$ cat src/rtl/data_unpack.sv
// Reassembles an 8-byte indexed stream into f0_out/fx_out frames with error flags.
// Optional repeated-frame check enabled by defining DATA_UNPACK_REPEAT_CHK_EN.
module data_unpack #(
   parameter int unsigned CNT_W = 16
) (
   input  logic             read_clk,
   input  logic             rst_n,
   input  logic [10:0]      in_num,
   input  logic             ready,
   input  logic             err_clr,
   output logic [31:0]      f0_out,
   output logic [31:0]      fx_out,
   output logic             frame_valid,
   output logic             busy,
   output logic             seq_err,
   output logic             trunc_err,
   output logic             rpt_err,
   output logic [CNT_W-1:0] frame_cnt
);

   localparam int unsigned IDX_W   = 3;
   localparam int unsigned BYTE_W  = 8;
   localparam int unsigned SHADOW_W = 64;

   typedef enum logic [1:0] {
      ST_IDLE,
      ST_COLLECT,
      ST_HOLD,
      ST_DISCARD
   } state_t;

   state_t              state;
   state_t              state_nxt;
   logic                ready_q;
   logic [IDX_W-1:0]    exp_idx;
   logic [IDX_W-1:0]    exp_idx_nxt;
   logic [IDX_W-1:0]    cur_idx;
   logic [SHADOW_W-1:0] shadow;
   logic [SHADOW_W-1:0] shadow_nxt;
   logic                frame_done;
   logic                seq_set;
   logic                trunc_set;
   logic                rpt_set;

   logic [IDX_W-1:0]    in_idx;
   logic [BYTE_W-1:0]   in_byte;

   assign in_idx  = in_num[10:8];
   assign in_byte = in_num[7:0];

   // State register
   always_ff @(posedge read_clk or negedge rst_n) begin
      if (!rst_n) begin
         state <= ST_IDLE;
      end else begin
         state <= state_nxt;
      end
   end

   // Next-state and per-slot decisions; IDLE handles its first slot as index 0 of COLLECT
   always_comb begin
      state_nxt   = state;
      exp_idx_nxt = exp_idx;
      shadow_nxt  = shadow;
      frame_done  = 1'b0;
      seq_set     = 1'b0;
      trunc_set   = 1'b0;
      rpt_set     = 1'b0;
      cur_idx     = (state == ST_IDLE) ? IDX_W'(0) : exp_idx;

      case (state)
         ST_IDLE, ST_COLLECT: begin
            if (ready_q) begin
               if (in_idx == cur_idx) begin
                  shadow_nxt[{cur_idx, 3'b000} +: BYTE_W] = in_byte;
                  if (cur_idx == IDX_W'(7)) begin
                     frame_done  = 1'b1;
                     exp_idx_nxt = IDX_W'(0);
                     state_nxt   = ST_HOLD;
                  end else begin
                     exp_idx_nxt = cur_idx + IDX_W'(1);
                     state_nxt   = ST_COLLECT;
                  end
               end else begin
                  seq_set     = 1'b1;
                  shadow_nxt  = '0;
                  exp_idx_nxt = IDX_W'(0);
                  state_nxt   = ST_DISCARD;
               end
            end else if (state == ST_COLLECT) begin
               trunc_set   = (exp_idx != IDX_W'(0));
               exp_idx_nxt = IDX_W'(0);
               state_nxt   = ST_IDLE;
            end
         end
         ST_HOLD: begin
            if (!ready_q) begin
               exp_idx_nxt = IDX_W'(0);
               state_nxt   = ST_IDLE;
            end else begin
`ifdef DATA_UNPACK_REPEAT_CHK_EN
               rpt_set = (in_byte != shadow[{in_idx, 3'b000} +: BYTE_W]);
`endif
            end
         end
         ST_DISCARD: begin
            if (!ready_q) begin
               exp_idx_nxt = IDX_W'(0);
               state_nxt   = ST_IDLE;
            end
         end
         default: begin
            exp_idx_nxt = IDX_W'(0);
            state_nxt   = ST_IDLE;
         end
      endcase
   end

   // Datapath, frame outputs and sticky flags; a set in the clearing cycle wins
   always_ff @(posedge read_clk or negedge rst_n) begin
      if (!rst_n) begin
         ready_q     <= 1'b0;
         exp_idx     <= '0;
         shadow      <= '0;
         f0_out      <= '0;
         fx_out      <= '0;
         frame_valid <= 1'b0;
         busy        <= 1'b0;
         seq_err     <= 1'b0;
         trunc_err   <= 1'b0;
         frame_cnt   <= '0;
      end else begin
         ready_q     <= ready;
         exp_idx     <= exp_idx_nxt;
         shadow      <= shadow_nxt;
         frame_valid <= frame_done;
         busy        <= (state_nxt == ST_COLLECT);
         seq_err     <= seq_set | (seq_err & ~err_clr);
         trunc_err   <= trunc_set | (trunc_err & ~err_clr);
         if (frame_done) begin
            f0_out <= shadow_nxt[31:0];
            fx_out <= shadow_nxt[63:32];
            if (frame_cnt != {CNT_W{1'b1}}) begin
               frame_cnt <= frame_cnt + CNT_W'(1);
            end
         end
      end
   end

`ifdef DATA_UNPACK_REPEAT_CHK_EN
   always_ff @(posedge read_clk or negedge rst_n) begin
      if (!rst_n) begin
         rpt_err <= 1'b0;
      end else begin
         rpt_err <= rpt_set | (rpt_err & ~err_clr);
      end
   end
`else
   assign rpt_err = 1'b0;
`endif

endmodule

$ cat config.mk
export PLATFORM = sky130hd
export DESIGN_NAME = data_unpack
export DESIGN_NICKNAME = d
export VERILOG_FILES = /design/src/rtl/data_unpack.sv
export SDC_FILE = /design/constraint.sdc
export NUM_CORES = 1
export LEC_CHECK = 0
export CAP_MARGIN = 15
export CORE_MARGIN = 2
export CORE_UTILIZATION = 58
export CTS_CLUSTER_SIZE = 24
export DETAILED_ROUTE_END_ITERATION = 7
export GPL_ROUTABILITY_DRIVEN = 0
export PLACE_DENSITY = 0.85
export RECOVER_POWER = 25
export SKIP_CTS_REPAIR_TIMING = 1
export SYNTH_ARGS = -nofsm -noshare
export SYNTH_HDL_FRONTEND = slang
export SYNTH_SLANG_ARGS = --single-unit
$ cat constraint.sdc
create_clock -name read_clk -period 5.7 [get_ports read_clk]
set_clock_uncertainty 0.05 [all_clocks]
set_input_delay 1.425 -clock read_clk [delete_from_list [all_inputs] [get_ports read_clk]]
set_output_delay 1.425 -clock read_clk [all_outputs]
set_load 0.005 [all_outputs]
# Word level (Yosys, flattened, before mapping)
# Cells that the tools add are included.
word_totals:
  register_bits: 154
  out_inout_bits: 85
op_classes:
  bitwise: 5
  shifts: 2
  reduce_logical: 6
  eq_ne: 9
  addsub: 3
  mux: 27
ops:
  columns: ["cell", "n"]
  rows:
  - ["2-to-1 mux 64 bit", 3]
  - ["bitwise mux 64 bit", 1]
  - ["variable shift 8 x 8 -> 64 bit (first input constant)", 1]
  - ["variable part select 8 x 8 -> 64 bit", 1]
  - ["2-to-1 mux 3 bit", 6]
  - ["adder 16 x 1 -> 16 bit (second input constant)", 1]
  - ["inequality test 16 bit (second input constant)", 1]
  - ["2-to-1 mux 1 bit", 10]
  - ["2-to-1 mux 2 bit", 5]
  - ["negation 6 -> 8 bit", 1]
  - ["one-hot mux 3 bit (2 select lines)", 1]
  - ["== test 2 x 1 -> 1 bit (second input constant)", 2]
  - ["== test 2 bit (second input constant)", 2]
  - ["one-hot mux 2 bit (2 select lines)", 1]
  - ["AND reduction 2 bit", 2]
  - ["OR reduction 2 bit", 2]
  - ["adder 3 x 1 -> 3 bit (second input constant)", 1]
  - ["== test 3 bit", 1]
  - ["== test 3 bit (second input constant)", 1]
  - ["inequality test 3 bit (second input constant)", 1]
  - ["nonzero test 3 bit", 1]
  - ["bitwise AND 1 bit", 2]
  - ["zero test 2 bit", 1]
  - ["inequality test 2 bit (second input constant)", 1]
  - ["2 further kinds", 3]

# Longest topological paths before layout
# Gate-level depths: netlist of the first run.
logic_depth:
  word_depth: 8
  mapped_depth: 12
  mapped_depth_nobuf: 9

# Worst setup path before layout of the first run
# OpenSTA, ideal clock, no wires.
synth_timing:
  path_type: "in2reg"
  startpoint: "input port in_num[8]"
  endpoint: "register f0_out[15]"
  setup_slack_ns: 2.980
  arrival_time_ns: 2.539
  path_stages: 8
  cell_sequence: "xor2_1 > nor3_1 > o31ai_2 > buf_4 > buf_4 > buf_4 > nand2_1 > o21ai_1"
synth_between:
  elab_chain_cells: 4
  elab_cells_between_ends: 7
  classes_between: "eq/ne: 1; mux: 6"
synth_rtl:
  columns: ["element", "line", "source"]
  rows:
  - ["start, declared", "8", "input logic [10:0] in_num,"]
  - ["== test 3 bit *", "74", "if (in_idx == cur_idx) begin"]
  - ["2-to-1 mux 64 bit or 2-to-1 mux 1 bit (tied branches)", "74", null]
  - ["2-to-1 mux 64 bit or 2-to-1 mux 1 bit (tied branches)", "73", "if (ready_q) begin"]
  - ["2-to-1 mux 64 bit or 2-to-1 mux 1 bit (tied branches)", "71", "case (state)"]
  - ["end signal, assigned", "141", "f0_out <= shadow_nxt[31:0];"]
  - ["end, declared", "11", "output logic [31:0] f0_out,"]
# Every way passes the cells marked *; elsewhere a longest branch is shown, timed or not.
# A chain may end at the register's enable or synchronous reset.

==> results.yml, run 1 <==
synth:
  netlist_area_um2: 6600
  yosysWarnings: 0
  ys_seq_area_frac: 0.584
  synth_seq_cells: 154
  synth_ff_type: "dfrtp_1"
  ys_async_sr_fraction: 1.00
  synth.avg_cell_area_um2: 10.9
  synth_edf_count: 0
  syn_nets: 627
  yosysUniqueCellTypes: 49
  netlist_instances: 604
drt:
  drcViolationCount: 0
  drtAntennaViolNets: 0
  dr.first_iter.drc_count: 386
  first_pass_iters: 5
  vias: 4853
  wirelength_um: 15300
  viasPerCell: 5.72
  routedWlPerCell_um: 18.0
placed_design:
  portBuffers: 98
  dp.cells: 815
  hpwl_um: 9850
  place_area_um2: 7590
  preCtsSetupSlack_ns: 1.66
worst_setup_path:
  crit_buf_inv: 2
  crit_arrival_ns: 4.06
  r2r_slack_ns: 2.74
  cp_max_fo: 111
  endpoint: "fx_out[29]"
  cpLargestDelayFamily: "buffers and inverters"
  crit_start: "rst_n"
  cp_data_required_time_ns: 6.17
  path_class: "in -> async"
  cp_cell_sequence: "clkbuf_2 -> buf_4"
  r2r_start: "state[1]"
  cp.depth: 2
  r2r-end: "frame_cnt[9]"
  endpoint_kind: "async pin"
  slowest_stage: "clkbuf_2"
  slowest_delay_ns: 1.84
  reg2reg_depth: 9
  critPathLaunchType: "primary input"
global_route:
  overflow: 0
  grt_pass1_wl_um: 25200
  grtUsageMet3: 0.0541
  use_met1: 0.338
  grt_pass1_vias: 5070
  use_met2: 0.431
  antenna_found_initial: 0
  gr-max-usage-layer: "met2"
  track_usage: 0.256
  grt_max_degree: 112
final_layout:
  instances_no_fill: 848
  final_area_um2: 8220
  final_net_count: 718
  diodes: 0
  syn_to_final_growth_pct: 24.6
  num-fill-cells: 709
  drive_above_1_share: 0.0918
power_and_ir_drop:
  p_seq_frac: 0.471
  p_leak_nw: 4.05
  power.switching_mw: 0.515
  irDropWorstVdd_v: 0.000218
  total_power_mw: 2.36
  power.density_nw_per_um2: 288
  switching_share: 0.218
  p_clk_frac: 0.491
  power_frac_comb: 0.038
  p_int_mw: 1.85
sta:
  worst_slack_ns: 2.11
  final-max-slew-violation-count: 112
  fmax_mhz: 279
  setup_viol: 0
  timing.final.crit_share: 0.630
  period_minus_slack_ns: 3.59
  finalSetupTns_ns: 0
  hold_viol: 0
  rsz0062_at_grt: "false"
  slew_headroom: -0.769
  worstMarginPinSlew_ns: 2.65
clock_network:
  cts_max_level: 4
  cts_inserted_buffers: 17
  clock_latency_ns: 0.41
  clock_sinks: 154
  clk_pin_slew_ns: 0.06
  cts_tree: "done"
  cts_buffer_depth: 2
  cts-root-buf: "clkbuf_16"
die:
  die_area_um2: 12200
  start_util: 0.601
  die_x_um: 111
  io_pins: 100
  rows: 38
  core-area_um2: 11000
  die_h_um: 111
job:
  drv_cap: 1
hold_path:
  hp-class: "reg -> reg"
outcome:
  violations: "max-capacitance violations, max-slew violations"
  status: "finished with violations"
state kept, by name (all words and copies together) (netlist names), 2 cells and up:
signal     cells
exp_idx        3
f0_out        32
frame_cnt     16
fx_out        32
shadow        64
state          2
metal layers:
| layer | share of wire | wire, um |
|---|---|---|
| met1 | 0.42 | 6440 |
| met2 | 0.51 | 7820 |
| met3 | 0.055 | 834 |
| met4 | 0.011 | 170 |
| met5 | 0 | 0 |
cell usage after synthesis, types with 3 or more instances:
cell type    n  area [um2]
nand2_1     84         315
nor3_2       7        70.1
mux2_1       5        56.3
and2_1       9        56.3
nor3_1       4        20.0
buf_2        4        20.0
buf_4       17         128
ha_1         8         100
o21ai_1     59         295
mux2i_1     48         480
inv_1        5        18.8
clkbuf_1     7        26.3
dfrtp_1    154        3850
nor3b_1      3        22.5
o21ai_0     12        60.1
xor2_1      10        87.6
nand4_1      4        25.0
nor4_2       3        37.5
xnor2_1      3        26.3
nor2_1      71         267
nand3_1      8        40.0
a21oi_1     17        85.1
and3_1      26         163
power groups by stage:
stage | logic (mW) | clock network, mW | registers [mW]
floorplan | 0.0471 | 0 | 1.13
global placement | 0.0856 | 0 | 1.13
detailed placement | 0.0880 | 0 | 1.13
CTS | 0.0892 | 1.17 | 1.11
global route | 0.0996 | 1.22 | 1.11
finish | 0.0897 | 1.16 | 1.11
kinds of logic (layout without fill, tap and decap cells):
family | after synthesis | after routing | synth area share
AND/OR/NAND/NOR | 236 | 236 | 0.182
flip-flops | 154 | 154 | 0.584
AO/OA/AOI/OAI | 102 | 102 | 0.0855
multiplexers | 53 | 53 | 0.0813
buffers and inverters | 37 | 141 | 0.0338
XOR/XNOR | 13 | 13 | 0.0173
adder cells (fa/ha/maj) | 8 | 8 | 0.0152
other | 1 | 1 | 0.000568
metrics by stage:
stage	hold WS, ns	utilization
6_report	0.436	0.749
5_1_grt	0.459	0.749
4_1_cts	0.440	0.747
3_5_place_dp	0.419	0.691
3_3_place_gp	0.417	0.691
2_1_floorplan	0.419	-
cells in the final DEF (no fill, tap or decap), types with 2 or more instances in the layout:
cell	instances
nor3_1	4
nor3b_2	2
inv_6	4
o21ai_1	59
and2_1	8
inv_1	5
nor3b_1	3
mux2i_1	48
nor4b_2	2
o21ai_0	12
inv_2	2
xor2_1	10
nor2_1	71
buf_4	3
and3_1	26
nor2_2	2
clkinv_4	2
xnor2_1	3
clkbuf_8	2
a31oi_1	2
bufinv_16	3
nor4_2	3
clkdlybuf4s50_1	95
a21oi_1	17
dlygate4sd3_1	2
o21ai_2	2
nor3_2	7
nor3_4	2
nand3_1	8
nand2_1	84
nand2b_1	2
clkbuf_16	17
clkinv_2	2
nand4_1	4
dfrtp_1	154
ha_1	8
mux2_1	5
how the worst min path moves through the flow:
stage / start / end / slack, ns / depth (start not counted)
2_1_floorplan: shadow[16] / shadow[16] / 0.42 / 2
3_3_place_gp: f0_out[24] / f0_out[24] / 0.42 / 2
3_5_place_dp: fx_out[14] / fx_out[14] / 0.42 / 2
4_1_cts: f0_out[28] / f0_out[28] / 0.44 / 2
5_1_grt: seq_err / seq_err / 0.46 / 1
6_report: f0_out[28] / f0_out[28] / 0.44 / 2
cell type report:
cell class	instances	area, um2	area share
tap	140	175	0.0213
clock inverter	12	160	0.0195
sequential	154	3850	0.469
timing repair buffer	102	1020	0.124
clock buffer	20	457	0.0555
multi-input combinational	413	2530	0.308
inverter	7	26.3	0.00320
(Power assumes the default switching activity.)
==> run 2, diff against run 1 <==
Settings changed: CORE_UTILIZATION 58 to 54, PLACE_DENSITY 0.85 to 0.8.
Clock period 5.7 ns to 3.6 ns, I/O delays scaled along.
==> run 2 against run 1 <==
Against the previous run:
- the flow still finishes with violations (max-capacitance violations, max-slew violations)
- first-iteration DRC count grew 7.8%
- combinational power grew 59%
- largest cell class unchanged
- die area grew 7.1%
- hold slack lost 0.0033 ns
- critical endpoint unchanged
- cell count grew 1.4%
- clock-buffer cell count is the same
- non-clock buffer count grew 5
- wire length shrank 0.94%
==> results.yml, run 2 (synthesis results as in run 1) <==
outcome:
  status: "finished with violations"
  violations: "max-capacitance violations, max-slew violations"
final_layout:
  mostFrequentLayoutCells: "154 x dfrtp_1, 95 x clkdlybuf4s50_1, 84 x nand2_1, 71 x nor2_1, 59 x o21ai_1"
  largest_reg_flops: 64
  fin_util: 0.688
  diodes: 0
  top_regs: "shadow (64), f0_out (32), fx_out (32)"
  final_net_count: 723
  syn_to_final_growth_pct: 24.6
  mostFrequentLayoutCell: "dfrtp_1"
  regMostFlops: "shadow"
  drive_above_1_share: 0.0954
power_and_ir_drop:
  irDropWorstVdd_v: 0.000309
  p_leak_nw: 4.05
  power.density_nw_per_um2: 443
hold_path:
  hp-start: "f0_out[6]"
  hp-class: "reg -> reg"
global_route:
  grt_max_degree: 128
  antenna_found_initial: 0
  overflow: 0
  grt_pass1_wl_um: 24200
  grt_pass1_vias: 4745
  track_usage: 0.240
sta:
  fmax_mhz: 338
  setup_viol: 0
  worstMarginPinSlew_ns: 1.85
  fin_hold_ws_ns: 0.432
  hold_viol: 0
  rsz0062_at_grt: "false"
  slew_headroom: -0.230
  finalSetupTns_ns: 0
  timing.final.crit_share: 0.821
  period_minus_slack_ns: 2.96
  final-max-slew-violation-count: 77
drt:
  first_pass_iters: 5
  dr.first_iter.drc_count: 416
  vias: 4829
  wirelength_um: 15100
  routedWlPerCell_um: 17.6
  drcViolationCount: 0
  drtAntennaViolNets: 0
  viasPerCell: 5.62
placed_design:
  portBuffers: 98
  hpwl_um: 10200
clock_network:
  cts_tree: "done"
  clock_sinks: 154
  cts_buffer_depth: 2
  cts-root-buf: "clkbuf_16"
  cts_inserted_buffers: 17
  clock_latency_ns: 0.42
  cts_max_level: 4
  clk_pin_slew_ns: 0.06
die:
  die_area_um2: 13100
  rows: 40
  die_x_um: 115
  start_util: 0.552
  io_pins: 100
  die_h_um: 115
  core-area_um2: 12000
worst_setup_path:
  cp_cell_sequence: "o21ai_1 -> ha_1 -> ha_1 -> nor3_2 -> nand2_1 -> mux2i_1 -> o21ai_0"
  slowest_stage: "dfrtp_1"
  r2r_start: "state[1]"
  endpoint_kind: "flip-flop"
  path_class: "reg -> reg"
  crit_arrival_ns: 3.19
  cp_common_cell: "ha_1"
  slowest_delay_ns: 0.54
  critPathLaunchType: "flip-flop"
  crit_start: "state[1]"
  cp_data_required_time_ns: 3.84
  cp_max_fo: 15
job:
  drv_cap: 1
==> run 2: cell types whose count changed in the layout (fill, tap and decap cells not counted), sizes merged <==
| cell | previous run | this run |
|---|---|---|
| clkinvlp | 1 | 2 |
| clkinv | 4 | 7 |
| clkbuf | 21 | 23 |
| inv | 11 | 8 |
| bufinv | 3 | 2 |
| buf | 4 | 7 |
==> run 2: area by class of cell <==
| cell class | count | area (um2) |
|---|---|---|
| sequential | 154 | 3850 |
| clock inverter | 12 | 123 |
| tap | 147 | 184 |
| timing repair buffer | 107 | 1050 |
| inverter | 7 | 26.3 |
| multi-input combinational | 413 | 2530 |
| clock buffer | 20 | 457 |
| fill | 879 | 3740 |
==> run 2: metal layers <==
layer | wire (um) | GRT usage
met3 | 719 | 0.0424
met2 | 7670 | 0.410
met4 | 264 | 0.0894
met1 | 6460 | 0.307
met5 | 0 | 0
==> run 2: power breakdown <==
| group | leakage, nW | internal (mW) | total, mW | switching [mW] |
|---|---|---|---|---|
| combinational | 1.63 | 0.0449 | 0.143 | 0.0983 |
| clock | 0.286 | 1.05 | 1.74 | 0.684 |
| sequential | 2.14 | 1.75 | 1.76 | 0.0141 |
| total | 4.05 | 2.84 | 3.64 | 0.797 |
==> run 2: critical path: cells and delay by family, from the launching register on <==
family          cells  cell delay [ns]
flops               1             0.54
fa+ha+maj           2             0.58
compound gates      2             0.58
simple gates        2             0.66
mux                 1             0.40
==> run 2: through the flow <==
step / setup WS [ns] / power (mW) / instance area, um2 / instances
final: 0.645 / 3.64 / 8220 / 860
after global routing: 0.440 / 3.75 / 8220 / 860
after CTS: 0.661 / 3.65 / 8240 / 860
after detailed placement: 0.451 / 1.94 / 7660 / 828
after global placement: 0.527 / 1.93 / 7660 / 828
after floorplan: 1.31 / 1.86 / 6600 / 604
==> run 2: path summary, 6_finish.rpt <==
kind	end	slack [ns]	depth (start not counted)
max	fx_out[29]	0.64	7
min	f0_out[6]	0.43	2
max reg2reg	fx_out[29]	0.64	7
min reg2reg	f0_out[6]	0.43	2
max in group asynchronous	fx_out[23]	0.99	2
min in group asynchronous	f0_out[19]	0.93	1
